==> src/rtl/down_timer_if.sv <==
// down_timer control/status bundle.
// master drives the strobes, slave is the timer.
interface down_timer_if #(
  parameter int WIDTH = 32
);
  logic [WIDTH-1:0] i_load_val;
  logic             i_load;
  logic             i_start;
  logic             i_stop;
  logic             i_auto_reload;
  logic [WIDTH-1:0] o_count;
  logic             o_busy;
  logic             o_expired;
  logic             o_done;

  modport master (
    output i_load_val,
    output i_load,
    output i_start,
    output i_stop,
    output i_auto_reload,
    input  o_count,
    input  o_busy,
    input  o_expired,
    input  o_done
  );

  modport slave (
    input  i_load_val,
    input  i_load,
    input  i_start,
    input  i_stop,
    input  i_auto_reload,
    output o_count,
    output o_busy,
    output o_expired,
    output o_done
  );
endinterface

==> src/rtl/down_timer.sv <==
// Loadable down-counting timer.
// One-shot or auto-reload, 1-cycle expiry pulse.
module down_timer #(
  parameter int WIDTH = 32
) (
  input logic          i_clk,
  input logic          i_reset,
  down_timer_if.slave  bus
);

  typedef enum logic [1:0] {
    IDLE = 2'd0,
    RUN  = 2'd1,
    DONE = 2'd2
  } state_t;

  localparam logic [WIDTH-1:0] ONE = WIDTH'(1);

  state_t           state;
  logic [WIDTH-1:0] count;
  logic [WIDTH-1:0] reload_reg;
  logic             busy;
  logic             expired;
  logic             done;

  logic [WIDTH-1:0] lv;
  logic             ld;
  logic             st;
  logic             sp;
  logic             ar;

  assign lv = bus.i_load_val;
  assign ld = bus.i_load;
  assign st = bus.i_start;
  assign sp = bus.i_stop;
  assign ar = bus.i_auto_reload;

  assign bus.o_count   = count;
  assign bus.o_busy    = busy;
  assign bus.o_expired = expired;
  assign bus.o_done    = done;

  always_ff @(posedge i_clk or posedge i_reset) begin
    if (i_reset) begin
      state      <= IDLE;
      count      <= '0;
      reload_reg <= '0;
      busy       <= 1'b0;
      expired    <= 1'b0;
      done       <= 1'b0;
    end else begin
      expired <= 1'b0;
      unique case (state)
        IDLE: begin
          if (ld) begin
            reload_reg <= lv;
            count      <= lv;
            done       <= 1'b0;
            if (st && lv != '0) begin
              state <= RUN;
              busy  <= 1'b1;
            end
          end else if (st && count != '0) begin
            state <= RUN;
            busy  <= 1'b1;
          end
        end
        RUN: begin
          if (sp) begin
            state <= IDLE;
            busy  <= 1'b0;
          end else begin
            if (ld) begin
              reload_reg <= lv;
            end
            // expiry uses the reload value held before this edge
            if (count == ONE) begin
              expired <= 1'b1;
              if (ar && reload_reg != '0) begin
                count <= reload_reg;
              end else begin
                count <= '0;
                done  <= 1'b1;
                state <= DONE;
                busy  <= 1'b0;
              end
            end else begin
              count <= count - ONE;
            end
          end
        end
        DONE: begin
          if (ld) begin
            reload_reg <= lv;
            count      <= lv;
            done       <= 1'b0;
            state      <= IDLE;
          end else if (st && reload_reg != '0) begin
            count <= reload_reg;
            done  <= 1'b0;
            state <= RUN;
            busy  <= 1'b1;
          end
        end
        default: begin
          state <= IDLE;
          busy  <= 1'b0;
        end
      endcase
    end
  end

endmodule
==> src/flat_wrapper.sv <==
// flat-port wrapper written by rule: the top's interface ports become plain ports
module down_timer_flat 
#(
  parameter int WIDTH = 32
)
  (i_clk, i_reset, bus_i_load_val, bus_i_load, bus_i_start, bus_i_stop, bus_i_auto_reload, bus_o_count, bus_o_busy, bus_o_expired, bus_o_done);
  down_timer_if #(.WIDTH(WIDTH)) bus_i ();
  input logic i_clk;
  input logic i_reset;
  input wire logic [$bits(bus_i.i_load_val)-1:0] bus_i_load_val;
  input wire logic [$bits(bus_i.i_load)-1:0] bus_i_load;
  input wire logic [$bits(bus_i.i_start)-1:0] bus_i_start;
  input wire logic [$bits(bus_i.i_stop)-1:0] bus_i_stop;
  input wire logic [$bits(bus_i.i_auto_reload)-1:0] bus_i_auto_reload;
  output wire logic [$bits(bus_i.o_count)-1:0] bus_o_count;
  output wire logic [$bits(bus_i.o_busy)-1:0] bus_o_busy;
  output wire logic [$bits(bus_i.o_expired)-1:0] bus_o_expired;
  output wire logic [$bits(bus_i.o_done)-1:0] bus_o_done;
  assign bus_i.i_load_val = bus_i_load_val;
  assign bus_i.i_load = bus_i_load;
  assign bus_i.i_start = bus_i_start;
  assign bus_i.i_stop = bus_i_stop;
  assign bus_i.i_auto_reload = bus_i_auto_reload;
  assign bus_o_count = bus_i.o_count;
  assign bus_o_busy = bus_i.o_busy;
  assign bus_o_expired = bus_i.o_expired;
  assign bus_o_done = bus_i.o_done;
  down_timer #(.WIDTH(WIDTH)) u_core (.i_clk(i_clk), .i_reset(i_reset), .bus(bus_i));
endmodule
==> config.mk <==
export PLATFORM = sky130hd
export DESIGN_NAME = down_timer_flat
export DESIGN_NICKNAME = d
export VERILOG_FILES = /design/src/rtl/down_timer_if.sv /design/src/rtl/down_timer.sv /design/src/flat_wrapper.sv
export SDC_FILE = /design/constraint.sdc
export NUM_CORES = 1
export LEC_CHECK = 0
export ABC_AREA = 1
export BUFFER_PORTS_ARGS = -buffer_cell sky130_fd_sc_hd__buf_2
export CORE_ASPECT_RATIO = 0.5
export CORE_MARGIN = 2
export CORE_UTILIZATION = 40
export DETAILED_ROUTE_END_ITERATION = 12
export GPL_TIMING_DRIVEN = 1
export PLACE_DENSITY = 0.62
export RECOVER_POWER = 50
export SLEW_MARGIN = 15
export SYNTH_ARGS = -nofsm -noshare
export SYNTH_HDL_FRONTEND = slang
export SYNTH_SLANG_ARGS = --single-unit
==> constraint.sdc <==
create_clock -name i_clk -period 2.4 [get_ports i_clk]
set_clock_uncertainty 0.15 [all_clocks]
set_input_delay 0.48 -clock i_clk [delete_from_list [all_inputs] [get_ports i_clk]]
set_output_delay 0.48 -clock i_clk [all_outputs]
set_load 0.01 [all_outputs]
== Word level (Yosys, flattened, before mapping) ==
Cells that the tools add are included.

* Flip-flop bits (word level): 69
* Bits in latches: 0
* Bits in writable memories: 0
* Memory bits (read-only): 0
* Input bits: 38
* Output and inout port bits: 35
* Logic and storage cells: 75
* Memories: 0

* Add/subtract/negate cells: 1
* Multipliers: 0
* Divide/modulo/power cells: 0
* $lt $le $gt $ge: 0
* Equality and inequality tests: 14
* Shifts and indexed selects: 0
* Muxes and demuxes: 38
* Bitwise gates (word level): 0
* Reductions and logical operators: 16

{| class="wikitable"
|+ Operators by type and width
! operator !! count
|-
| 32-bit two-way mux || 8
|-
| 32-bit case mux with 3 select lines || 1
|-
| 32-bit nonzero test || 3
|-
| 32-bit case mux with 2 select lines || 1
|-
| 32-bit by 1-bit equality test with 1-bit output (second input constant) || 1
|-
| 32-bit by 1-bit subtractor with 32-bit output (second input constant) || 1
|-
| 1-bit two-way mux || 17
|-
| 2-bit two-way mux || 8
|-
| 3-bit by 2-bit inequality test with 1-bit output (second input constant) || 4
|-
| 6-bit AND reduction || 2
|-
| 2-bit inequality test (second input constant) || 4
|-
| 1-bit case mux with 3 select lines || 2
|-
| 2-bit case mux with 3 select lines || 1
|-
| 5-bit AND reduction || 1
|-
| 1-bit logical AND || 4
|-
| 2-bit by 1-bit inequality test with 1-bit output (second input constant) || 2
|-
| 4-bit AND reduction || 1
|-
| 3-bit inequality test (second input constant) || 1
|-
| 3-bit nonzero test || 1
|-
| 2-bit by 1-bit equality test with 1-bit output (second input constant) || 1
|-
| 2-bit equality test (second input constant) || 1
|-
| 2-bit logical NOT || 1
|-
| 2-bit AND reduction || 1
|-
| 2-bit nonzero test || 1
|-
| 2-bit OR reduction || 1
|}

== Longest topological paths before layout ==
Gate-level depths: netlist of run 1.

* Depth after elaboration: 6
* Mapped depth: 14
* Gate-level depth less buffers: 14

== Worst setup path before layout of run 1 ==
Ideal clock, no wire load.

* Path kind: register to register
* Start: register u_core.count[0], in the netlist u_core.bus.o_count[0]
* End: register u_core.count[18], in the netlist u_core.bus.o_count[18]
* Library setup time: 0.116 ns
* Data arrival time: 1.586 ns
* Data required time: 2.134 ns
* Slack: 0.548 ns
* Stages on the path, launching flop included: 14
* Path buffers: 0
* Period minus slack after synthesis: 1.852 ns
* Path through: dfrtp_1 inv_1 ha_1 nand2_1 nor2_1 nand2_1 inv_1 nand3_1 nand2_1 nand2_1 nand3_1 nand2_1 nand2_1 nand2_1

* Cells in the longest elaborated chain, start to end: 4
* Elaborated cells on any way between the ends: 5
* Those cells by class: add/sub (1); eq/ne (1); mux (3)

{| class="wikitable"
|+ Ends and longest elaborated chain
! what !! line !! text
|-
| from (decl) || down_timer.sv:20 || <nowiki>logic [WIDTH-1:0] count;</nowiki>
|-
| from (signal assigned) || down_timer.sv:57 || <nowiki>count <= lv;</nowiki>
|-
| from (signal assigned) || down_timer.sv:80 || <nowiki>count <= reload_reg;</nowiki>
|-
| from (signal assigned) || down_timer.sv:88 || <nowiki>count <= count - ONE;</nowiki>
|-
| 32-bit by 1-bit subtractor with 32-bit output / 32-bit by 1-bit equality test with 1-bit output (equally long branches) || down_timer.sv:88, down_timer.sv:77 ||
|-
| 32-bit two-way mux * || down_timer.sv:77 || <nowiki>if (count == ONE) begin</nowiki>
|-
| 32-bit two-way mux * || down_timer.sv:69 || <nowiki>if (sp) begin</nowiki>
|-
| 32-bit case mux with 3 select lines * || down_timer.sv:53 || <nowiki>unique case (state)</nowiki>
|}

Every way passes the cells marked *; elsewhere a longest branch is shown, timed or not. The select of a mux whose other input is x is not followed.
A chain may end at the register's enable or synchronous reset.

== Worst setup path after layout of run 1 ==
* Start: register u_core.count[23], in the netlist u_core.bus.o_count[23]
* End: register u_core.count[14], in the netlist u_core.bus.o_count[14]

* Cells in the longest elaborated chain, start to end: 4

{| class="wikitable"
|+ Ends and longest elaborated chain
! what !! line
|-
| 32-bit by 1-bit equality test with 1-bit output || down_timer.sv:77
|-
| 32-bit two-way mux || down_timer.sv:77
|-
| 32-bit two-way mux || down_timer.sv:69
|-
| 32-bit case mux with 3 select lines || down_timer.sv:53
|}

Every way passes these cells. The select of a mux whose other input is x is not followed.

==> results.txt, run 1 <==
----------------------------------------------------
[Global routing]
  Global-route wire length before repair ... 30500 µm
  Global-route usage over all layers ... 26.6%
  Antenna violations before repair ... 0
  Pin count of the biggest net entering global routing ... 65
  Congestion Overflow GR ... 0
  Vias in the first global route ... 5630

[Detailed routing]
  DRC viols ... 0
  First DRT Iteration DRCs ... 598
  Antenna violation net count after detailed routing ... 0
  Number of optimization iterations in the first detailed-route pass ... 6
  Avg Vias per Cell ... 5.06
  Total wire length ... 19000 µm
  Average detailed-routed wire length per instance ... 15.4 µm
  Number of vias in the routed layout ... 6228

[Logic synthesis]
  Async S/R FF share, synth ... 100%
  Mean cell area of the mapped netlist ... 5.91 µm²
  Yosys reg bits ... 69
  Adder-Cell Fraction of Synth Area ... 1.56%
  Distinct cell type count of the synthesized netlist ... 31
  Synth Area in Simple Gates ... 46.1%
  Count of yosys warnings during synthesis ... 0
  Combinational family with the most area after synthesis ... simple AND/OR/NAND/NOR gates
  Complex-gate fraction of the synthesized area ... 10.8%
  Number of flops mapped to enable cells by yosys ... 0
  Seq/Total Area, Yosys ... 30.7%
  Fraction of synthesized area in multiplexers ... 0%
  Gate count of the mapped netlist ... 951
  Xor-xnor portion of the synthesized cell area ... 0.468%
  Post-synthesis instance area ... 5620 µm²
  Post-Synthesis Net Count ... 996
  Synth Flop Type ... sky130_fd_sc_hd__dfrtp_1

[Critical path]
  Required time of the worst setup path ... 2520 ps
  Arr. time, crit path ... 2360 ps
  Slowest cell delay on critical path ... 380 ps
  Critical Path Most Common Cell ... sky130_fd_sc_hd__nand2_1
  Depth of the worst register-to-register path ... 11
  Worst-case register-to-register setup slack ... 170 ps
  Critical path cell sequence ... nor2_1 > nand2_1 > nor2_4 > nand2_2 > nor2_1 > nand2_2 > o21ai_0 > nand3_1 > nand2_1 > nand2_1 > nand2_1
  Worst Path Max Fanout ... 9
  Crit path max-delay cell type ... sky130_fd_sc_hd__dfrtp_1
  Setup CP Type ... flop to flop
  Worst setup SP type ... flop
  Critical path capture point type ... flop

[Timing]
  Final setup fails ... 0
  Max Clock Freq ... 0.448 GHz
  Transition time of the tightest slew-check pin ... 1050 ps
  Hold Violations, Final ... 0
  Final hold slack ... 318 ps
  Final Slew Violations ... 0
  Final period utilization ... 93.1%
  RSZ-0062 raised after global routing ... false
  Final total negative setup slack ... 0 ps
  Max transition margin ... 30.0%
  Period minus WS final ... 2230 ps

[Run]
  Max-cap viol count ... 0

[Clock tree]
  Clk sink count ... 69
  Inserted Clock Buffers ... 9
  Clk root buf ... sky130_fd_sc_hd__clkbuf_16
  Maximum level of the CTS H-tree ... 3
  Maximum count of clock buffers along a single path ... 2
  Clk Latency, worst-skew pair ... 340 ps
  Clock transition time at the flip-flop clock pins of the worst setup and hold paths ... 60 ps
  TritonCTS clock tree ... yes

[Layout]
  Count of filler cells inserted in the layout ... 1467
  Ant diodes ... 0
  Share of cells above drive strength 1 ... 15.9%
  # nets final ... 1079
  Total non-filler cell area in the finished layout ... 6620 µm²
  Area growth from synthesis to final layout ... 17.9%
  Post-route insts no fill ... 1231

[Power]
  Switching power share of the total ... 52.4%
  Power after layout ... 9670 µW
  Share of power burned in registers ... 22.5%
  Logic pwr share ... 63.4%
  Total net switching power ... 5070 µW
  Max VDD drop ... 0.488 mV
  Static leakage ... 0.00339 µW
  Power Density ... 1460 nW/µm²
  Int Power ... 4600 µW
  Clock power frac ... 14.0%

[Place]
  Weighted congestion reported at the end of routability-driven placement ... 0.916
  Inst Count DP ... 1214
  HPWL after detailed placement ... 14300 µm
  Number of buffers added on ports ... 72
  Post-place instance area ... 6340 µm²

[Die]
  Initial standard-cell utilization of the core ... 41.2%
  Die outline height ... 87.8 µm
  Number of ports placed on the die boundary ... 73
  X dimension of the die ... 172 µm
  Die Area ... 15100 µm²
  Core Box Area ... 13600 µm²
  FP Rows ... 30

[Hold path]
  Instance count along the most critical hold path ... 4
  Type of the most critical hold path ... input port to flop

[Status]
  Outcome ... finished, final reports clean

----------------------------------------------------
[worst paths after layout]
| kind | endpoint | from |
|---|---|---|
| worst max-delay path | u_core.bus.o_count[14]$_DFFE_PP0P_ | u_core.bus.o_count[23]$_DFFE_PP0P_ |
| worst min-delay path | u_core.bus.o_expired$_DFF_PP0_ | bus_i_stop |
| worst max register to register | u_core.bus.o_count[14]$_DFFE_PP0P_ | u_core.bus.o_count[23]$_DFFE_PP0P_ |
| worst min register to register | u_core.bus.o_busy$_DFFE_PP0P_ | u_core.bus.o_busy$_DFFE_PP0P_ |
| max in group asynchronous | u_core.bus.o_count[28]$_DFFE_PP0P_ | i_reset |
| min in group asynchronous | u_core.bus.o_busy$_DFFE_PP0P_ | i_reset |
[worst max-delay path, delay by kind of cell (launching register included)]
family / cells / cell delay [ps]
AND/OR/NAND/NOR: 10 / 1450
flip-flops: 1 / 380
AO/OA/AOI/OAI: 1 / 190
[Yosys cell counts (all sizes together), types with 2 or more instances]
cell type  number  area, µm²
ha              7       87.6
nand4           5       31.3
dfrtp          69       1730
xor2            2       17.5
clkbuf         20       75.1
o21ai          77        385
o21bai          3       22.5
buf            18        164
nand2         374       1470
inv            90        343
nand3          63        345
a21oi          37        189
nor3            2       10.0
nor2          179        722
[cell type report]
type / count / area, µm² / area share, %
Timing Repair Buffer: 110 / 662 / 9.99
Tap cell: 192 / 240 / 3.63
Multi-Input combinational cell: 753 / 3350 / 50.7
Clock inverter: 5 / 50.0 / 0.756
Clock buffer: 11 / 243 / 3.67
Sequential cell: 69 / 1730 / 26.1
Inverter: 91 / 347 / 5.23
[what timing repair did]
action / in CTS / in global routing
endpoints found under the setup margin: 0 / 33
resized for setup: 0 / 10
hold buffers: 1 / 0
hold endpoints to repair: 5 / 0
setup buffers: 0 / 0
[per-layer routing]
metal	global-route usage, %	part of all wire [%]	up-vias
met5	0	0	-
met4	7.78	1.8	0
met3	6.64	8.1	24
met2	40.8	43	219
met1	37.2	47	2866
li1	-	-	3119
[cell usage in the layout (no fill, tap or decap), types with 2 or more instances in the layout]
master,n
sky130_fd_sc_hd__nand3_2,6
sky130_fd_sc_hd__dfrtp_1,69
sky130_fd_sc_hd__clkbuf_16,9
sky130_fd_sc_hd__ha_1,7
sky130_fd_sc_hd__buf_4,27
sky130_fd_sc_hd__nand2_2,18
sky130_fd_sc_hd__xor2_1,2
sky130_fd_sc_hd__clkbuf_1,18
sky130_fd_sc_hd__clkinv_2,4
sky130_fd_sc_hd__nor2_2,5
sky130_fd_sc_hd__inv_1,75
sky130_fd_sc_hd__nand3_1,57
sky130_fd_sc_hd__inv_2,13
sky130_fd_sc_hd__buf_2,59
sky130_fd_sc_hd__o21bai_1,3
sky130_fd_sc_hd__inv_4,2
sky130_fd_sc_hd__nor2_4,8
sky130_fd_sc_hd__nand4_1,5
sky130_fd_sc_hd__buf_12,4
sky130_fd_sc_hd__clkbuf_2,2
sky130_fd_sc_hd__nand2_4,2
sky130_fd_sc_hd__a21oi_1,36
sky130_fd_sc_hd__o21ai_0,76
sky130_fd_sc_hd__nand2_1,353
sky130_fd_sc_hd__nor2_1,166
[power groups by stage]
stage / Sequential [µW] / Combinational [µW] / Clock [µW]
floorplan: 2320 / 4040 / 0
global placement: 2180 / 6020 / 0
detailed placement: 2190 / 6070 / 0
CTS: 2170 / 6100 / 1380
global route: 2240 / 6970 / 1430
finish: 2180 / 6140 / 1360
[cell families after synthesis]
kind of cell | count (synthesis)
AND/OR/NAND/NOR | 625
buffers and inverters | 129
AO/OA/AOI/OAI | 118
flip-flops | 69
adder cells (fa/ha/maj) | 7
XOR/XNOR | 3
[through the flow]
stage / setup WS [ps] / util, %
floorplan: 30.1 / -
global placement: 59.8 / 46.5
detailed placement: 72.4 / 46.5
CTS: 52.5 / 48.7
global route: 20.9 / 48.6
finish: 165 / 48.6
Note: power is estimated with default switching activity, not from simulation.
==> run 2: changes to the inputs <==
- clock period: 2.4 -> 2.03 ns (I/O delays scaled with it)
==> results.txt, run 2 (synthesis gave the netlist of run 1 again) <==
----------------------------------------------------
[Global routing]
  GR Util met3 ... 5.87% (-0.77 points)
  Pin count of the biggest net entering global routing ... 45 (-31%)
  GR Layer Usage met1 ... 39.6% (+2.4 points)
  Routing layer with the top usage in global route ... met2
  Vias in the first global route ... 6118 (+8.7%)
  Global-route wire length before repair ... 31900 µm (+4.6%)
  Global-route usage over all layers ... 28.0% (+1.4 points)
  Met2 Resource Use GR ... 42.9% (+2.2 points)
  Congestion Overflow GR ... 0 (unchanged)
  Antenna violations before repair ... 0 (unchanged)

[Timing]
  Transition time of the tightest slew-check pin ... 961 ps (-89.2 ps)
  Max transition margin ... 35.6% (+5.6 points)
  Max Clock Freq ... 0.499 GHz (+11%)
  RSZ-0062 raised after global routing ... true
  Hold Violations, Final ... 0 (unchanged)
  Final setup fails ... 0 (unchanged)
  Final Slew Violations ... 0 (unchanged)
  Final total negative setup slack ... 0 ps (unchanged)
  Setup ws final ... 25.9 ps (-140 ps)
  Period minus WS final ... 2000 ps (-230 ps)
  Final period utilization ... 98.7% (+5.6 points)

[Layout]
  Core utilization of the finished layout ... 56.8% (+8.2 points)
  Post-route insts no fill ... 1323 (+7.5%)
  Most common cell after layout, fill and taps aside ... sky130_fd_sc_hd__nand2_1
  Ant diodes ... 0 (unchanged)
  Area growth from synthesis to final layout ... 37.7%
  Share of cells above drive strength 1 ... 28.6% (+13 points)
  # nets final ... 1171 (+8.5%)
  Most used cells in the layout excluding fill and tap cells ... sky130_fd_sc_hd__nand2_1, sky130_fd_sc_hd__nor2_1, sky130_fd_sc_hd__buf_4

[Clock tree]
  Clk sink count ... 69 (unchanged)
  Maximum level of the CTS H-tree ... 3 (unchanged)
  Clk root buf ... sky130_fd_sc_hd__clkbuf_16
  Inserted Clock Buffers ... 9 (unchanged)
  Clk Latency, worst-skew pair ... 340 ps (about the same)
  Clock transition time at the flip-flop clock pins of the worst setup and hold paths ... 60 ps (about the same)
  TritonCTS clock tree ... yes
  Maximum count of clock buffers along a single path ... 2 (unchanged)

[Critical path]
  Critical path cell sequence ... nor2_2 > nand2_1 > nor2_2 > nand2_1 > nor2_4 > nand2_4 > clkinv_8 > clkbuf_16 > nand2_1 > nand3_1 > nand2_1 > nand2_1 > nand2_1
  Critical path capture point type ... flop
  Depth of the worst register-to-register path ... 13 (+2)
  Crit path max-delay cell type ... sky130_fd_sc_hd__dfrtp_1
  Setup CP Type ... flop to flop
  Bufs and invs on worst path ... 2 (+2)
  Slowest cell delay on critical path ... 390 ps (about the same)
  Worst Path Max Fanout ... 6 (-3)
  Required time of the worst setup path ... 2110 ps (-410 ps)
  Crit-path leading delay family ... simple AND/OR/NAND/NOR gates
  Worst setup SP type ... flop
  Critical Path Most Common Cell ... sky130_fd_sc_hd__nand2_1
  Path length in cells of the critical path ... 13 (+2)
  Arr. time, crit path ... 2080 ps (-280 ps)

[Die]
  Initial standard-cell utilization of the core ... 41.2% (unchanged)
  Number of ports placed on the die boundary ... 73 (unchanged)
  Die Area ... 15100 µm² (unchanged)
  FP Rows ... 30 (unchanged)
  X dimension of the die ... 172 µm (unchanged)
  Core Box Area ... 13600 µm² (unchanged)
  Die outline height ... 87.8 µm (unchanged)

[Place]
  Inst Count DP ... 1283 (+5.7%)
  Weighted congestion reported at the end of routability-driven placement ... 0.910 (-0.69%)
  Number of buffers added on ports ... 72 (unchanged)
  Dpl ws ... -27.7 ps (-100 ps)
  HPWL after detailed placement ... 15100 µm (+5.9%)

[Detailed routing]
  First DRT Iteration DRCs ... 706 (+18%)
  DRC viols ... 0 (unchanged)
  Average detailed-routed wire length per instance ... 16.4 µm (+6.4%)
  Number of optimization iterations in the first detailed-route pass ... 5 (-1)
  Number of vias in the routed layout ... 6835 (+9.7%)
  Antenna violation net count after detailed routing ... 0 (unchanged)
  Total wire length ... 21700 µm (+14%)
  Avg Vias per Cell ... 5.17 (+2.1%)

[Hold path]
  Instance count along the most critical hold path ... 4 (unchanged)
  Type of the most critical hold path ... input port to flop

[Power]
  Power Density ... 1760 nW/µm² (+21%)
  Power after layout ... 13600 µW (+41%)
  Max VDD drop ... 0.722 mV (+48%)
  Static leakage ... 0.00393 µW (+16%)

[Run]
  Max-cap viol count ... 0 (unchanged)

[Status]
  Outcome ... finished, final reports clean

----------------------------------------------------
[run 2: cell types whose count changed in the layout (fill, tap and decap cells not counted), sizes merged]
cell      before  now
bufinv         1    0
clkinv         5    4
nand2        374  375
clkinvlp       0    2
clkbuf        30   33
buf           90  180
inv           90   88
[run 2: metrics by stage]
stage	area (µm²)	hold slack (ps)
finish	7740	243
global route	7740	260
CTS	7200	261
detailed placement	6900	324
global placement	6900	304
floorplan	5620	340
[run 2: cell type report]
type / count / area (µm²)
well taps: 192 / 240
clock inverters: 3 / 21.3
clock buffers: 13 / 250
flip-flops and latches: 69 / 1730
repair buffers: 201 / 1560
inverters: 91 / 358
fillers: 1339 / 5890
multi-input cells: 754 / 3580
[run 2: worst register-to-register path, cell delays in order (launching register included)]
cell and delay, ps:
sky130_fd_sc_hd__dfrtp_1 390, sky130_fd_sc_hd__nor2_2 180, sky130_fd_sc_hd__nand2_1 120, sky130_fd_sc_hd__nor2_2 120
sky130_fd_sc_hd__nand2_1 100, sky130_fd_sc_hd__nor2_4 140, sky130_fd_sc_hd__nand2_4 90, sky130_fd_sc_hd__clkinv_8 100
sky130_fd_sc_hd__clkbuf_16 160, sky130_fd_sc_hd__nand2_1 50, sky130_fd_sc_hd__nand3_1 100, sky130_fd_sc_hd__nand2_1 70
sky130_fd_sc_hd__nand2_1 70, sky130_fd_sc_hd__nand2_1 50
[run 2: power breakdown]
part           total (µW)  switching [µW]  internal (µW)
combinational        9580            5730           3850
clock                1500             636            863
sequential           2570             485           2080
[run 2: what timing repair did]
action | 4_1_cts | 5_1_grt
pin swaps | 0 | 15
gates cloned | 0 | 9
resized for setup | 6 | 100
hold buffers | 1 | 0
endpoints found under the setup margin | 12 | 68
buffers inserted | 0 | 14
endpoints found under the hold margin | 17 | 0
[run 2: final timing paths]
kind                                                     from  slack [ps]                                  to
max                        u_core.bus.o_count[24]$_DFFE_PP0P_          30   u_core.bus.o_count[9]$_DFFE_PP0P_
min                                                bus_i_stop         240         u_core.state[1]$_DFFE_PP0P_
max reg2reg                u_core.bus.o_count[24]$_DFFE_PP0P_          30   u_core.bus.o_count[9]$_DFFE_PP0P_
min reg2reg                     u_core.bus.o_busy$_DFFE_PP0P_         330       u_core.bus.o_busy$_DFFE_PP0P_
max in group asynchronous                             i_reset         170   u_core.bus.o_count[8]$_DFFE_PP0P_
min in group asynchronous                             i_reset         620  u_core.bus.o_count[24]$_DFFE_PP0P_
[run 2: layer usage]
layer | vias to the layer above | share of wire, %
li1 | 3303 | -
met2 | 342 | 43
met5 | - | 0
met4 | 0 | 2.9
met1 | 3139 | 43
met3 | 51 | 11
==> run 3: changes to the inputs <==
- CELL_PAD_IN_SITES_DETAIL_PLACEMENT: default -> 1
- CELL_PAD_IN_SITES_GLOBAL_PLACEMENT: default -> 2
- CORE_UTILIZATION: 40 -> 28
- PLACE_DENSITY: 0.62 -> 0.79
==> results.txt, run 3 (synthesis gave the netlist of run 1 again) <==
----------------------------------------------------
[Global routing]
  Global-route wire length before repair ... 39500 µm (+24%)
  Vias in the first global route ... 7094 (+16%)
  Congestion Overflow GR ... 0 (unchanged)
  Pin count of the biggest net entering global routing ... 45 (unchanged)
  Global-route usage over all layers ... 24.4% (-3.6 points)
  Antenna violations before repair ... 0 (unchanged)

[Layout]
  Count of filler cells inserted in the layout ... 2569 (+92%)
  Most used cells in the layout excluding fill and tap cells ... sky130_fd_sc_hd__nand2_1, sky130_fd_sc_hd__nor2_1, sky130_fd_sc_hd__buf_4
  Post-route insts no fill ... 1426 (+7.8%)
  # nets final ... 1200 (+2.5%)
  Core utilization of the finished layout ... 42.8% (-14 points)
  Share of cells above drive strength 1 ... 33.7% (+5.1 points)
  Area growth from synthesis to final layout ... 48.8%
  Most common cell after layout, fill and taps aside ... sky130_fd_sc_hd__nand2_1
  Ant diodes ... 0 (unchanged)

[Critical path]
  Worst Path Max Fanout ... 10 (+4)
  Critical Path Most Common Cell ... sky130_fd_sc_hd__nand2_1
  Critical path capture point type ... flop
  Crit path max-delay cell type ... sky130_fd_sc_hd__dfrtp_1
  Worst flop-to-flop path endpoint ... u_core.bus.o_count[17]$_DFFE_PP0P_
  Worst setup SP type ... flop
  Slowest cell delay on critical path ... 400 ps (about the same)
  Termination of the worst setup path ... u_core.bus.o_count[17]$_DFFE_PP0P_
  Worst-case register-to-register setup slack ... -80 ps (-100 ps)
  Reg-to-reg critical path startpoint ... u_core.bus.o_count[25]$_DFFE_PP0P_
  Depth of the worst register-to-register path ... 14 (+1)
  Critical path cell sequence ... nor2_1 > nand2_2 > nor2_4 > buf_4 > nand2_4 > nor2_4 > inv_4 > nand2_4 > nand2_8 > clkbuf_16 > nand3_1 > nand2_1 > nand2_1 > nand2_1
  Worst setup path startpoint ... u_core.bus.o_count[25]$_DFFE_PP0P_
  Setup CP Type ... flop to flop
  Arr. time, crit path ... 2220 ps (+140 ps)
  Required time of the worst setup path ... 2140 ps (+30 ps)

[Power]
  Power Density ... 1910 nW/µm² (+8.1%)
  Max VDD drop ... 0.742 mV (+2.8%)
  Static leakage ... 0.00424 µW (+7.9%)

[Clock tree]
  TritonCTS clock tree ... yes
  Inserted Clock Buffers ... 9 (unchanged)
  Clk sink count ... 69 (unchanged)
  Maximum level of the CTS H-tree ... 3 (unchanged)
  Clk Latency, worst-skew pair ... 360 ps (+20 ps)
  Maximum count of clock buffers along a single path ... 2 (unchanged)
  Clock transition time at the flip-flop clock pins of the worst setup and hold paths ... 70 ps (about the same)
  Clk root buf ... sky130_fd_sc_hd__clkbuf_16

[Detailed routing]
  Number of optimization iterations in the first detailed-route pass ... 5 (unchanged)
  First DRT Iteration DRCs ... 414 (-41%)
  DRC viols ... 0 (unchanged)
  Antenna violation net count after detailed routing ... 0 (unchanged)
  Average detailed-routed wire length per instance ... 19.9 µm (+21%)
  Total wire length ... 28400 µm (+31%)
  Number of vias in the routed layout ... 7169 (+4.9%)
  Avg Vias per Cell ... 5.03 (-2.7%)

[Die]
  Initial standard-cell utilization of the core ... 28.7% (-12 points)
  Core Box Area ... 19500 µm² (+43%)
  Die Area ... 21300 µm² (+41%)
  Die outline height ... 104 µm (+19%)
  X dimension of the die ... 204 µm (+19%)
  Number of ports placed on the die boundary ... 73 (unchanged)
  FP Rows ... 36 (+20%)

[Hold path]
  Type of the most critical hold path ... input port to flop

[Place]
  Number of buffers added on ports ... 72 (unchanged)
  HPWL after detailed placement ... 18600 µm (+23%)
  Inst Count DP ... 1378 (+7.4%)
  Weighted congestion reported at the end of routability-driven placement ... 0.856 (-6.0%)

[Status]
  Violated checks ... setup timing
  Outcome ... finished, violations left

[Timing]
  Final period utilization ... 104% (+5.1 points)
  RSZ-0062 raised after global routing ... true
  Max transition margin ... 56.6% (+21 points)
  Setup ws final ... -77.8 ps (-104 ps)
  Transition time of the tightest slew-check pin ... 648 ps (-313 ps)
  Hold Violations, Final ... 0 (unchanged)
  Final Slew Violations ... 0 (unchanged)
  Final setup fails ... 31 (+31)
  Period minus WS final ... 2110 ps (+104 ps)
  Max Clock Freq ... 0.474 GHz (-4.9%)

[Run]
  Max-cap viol count ... 0 (unchanged)

----------------------------------------------------
==> run 3: what timing repair did <==
action                                  in CTS  in global routing
pin swaps                                    8                 24
cloned                                       3                 11
endpoints found under the setup margin      34                 63
hold buffers                                 1                  0
buffers inserted                            11                  8
resized for setup                           52                 88
endpoints found under the hold margin       11                  0
==> run 3: critical path, delay by kind of cell (launching register included) <==
family / cells / cell delay (ps)
flip-flops: 1 / 400
AND/OR/NAND/NOR: 11 / 1070
buffers and inverters: 3 / 380
==> run 3: cell type report <==
| cell class | instances | area [µm²] | share of cell area [%] |
|---|---|---|---|
| sequential | 69 | 1730 | 20.7 |
| clock inverter | 7 | 124 | 1.48 |
| clock buffer | 9 | 225 | 2.69 |
| inverter | 91 | 353 | 4.22 |
| tap | 266 | 333 | 3.98 |
| timing repair buffer | 231 | 1910 | 22.8 |
| multi-input combinational | 753 | 3690 | 44.1 |
==> run 3: layer usage <==
| metal | GRT usage, % | vias to the layer above | part of all wire [%] |
|---|---|---|---|
| met3 | 3.70 | 44 | 5.3 |
| met2 | 40.9 | 194 | 47 |
| met5 | 0 | - | 0 |
| met4 | 5.90 | 0 | 2.0 |
| met1 | 32.9 | 3558 | 45 |
| li1 | - | 3373 | - |
==> run 3: report_power, final <==
group          switching [µW]  leakage (µW)  internal [µW]
sequential                469      0.000857           2070
clock                     734      0.000166           1210
combinational            6770       0.00321           4680
==> run 3: worst min path at each step <==
stage / from / to / slack, ps / cells after the start
floorplan: u_core.state[1]$_DFFE_PP0P_ / u_core.state[1]$_DFFE_PP0P_ / 340 / 2
global placement: i_reset / u_core.bus.o_count[23]$_DFFE_PP0P_ / 280 / 2
detailed placement: i_reset / u_core.bus.o_count[23]$_DFFE_PP0P_ / 270 / 2
CTS: bus_i_load_val[16] / u_core.bus.o_count[16]$_DFFE_PP0P_ / 270 / 5
global route: bus_i_load_val[1] / u_core.bus.o_count[1]$_DFFE_PP0P_ / 300 / 5
finish: bus_i_load_val[1] / u_core.bus.o_count[1]$_DFFE_PP0P_ / 260 / 5
==> run 3: metrics by stage <==
step           setup WS [ps]  hold WS [ps]  area [µm²]  setup TNS, ps  power [µW]
6_report               -77.8           265        8360           -776       15900
3_3_place_gp            -176           275        7150          -1370       11300
5_1_grt                 -186           304        8360          -4070       17000
3_5_place_dp            -180           267        7150          -2050       11500
4_1_cts                -10.2           265        7830          -39.1       14300
2_1_floorplan            178           340        5620              0        7520
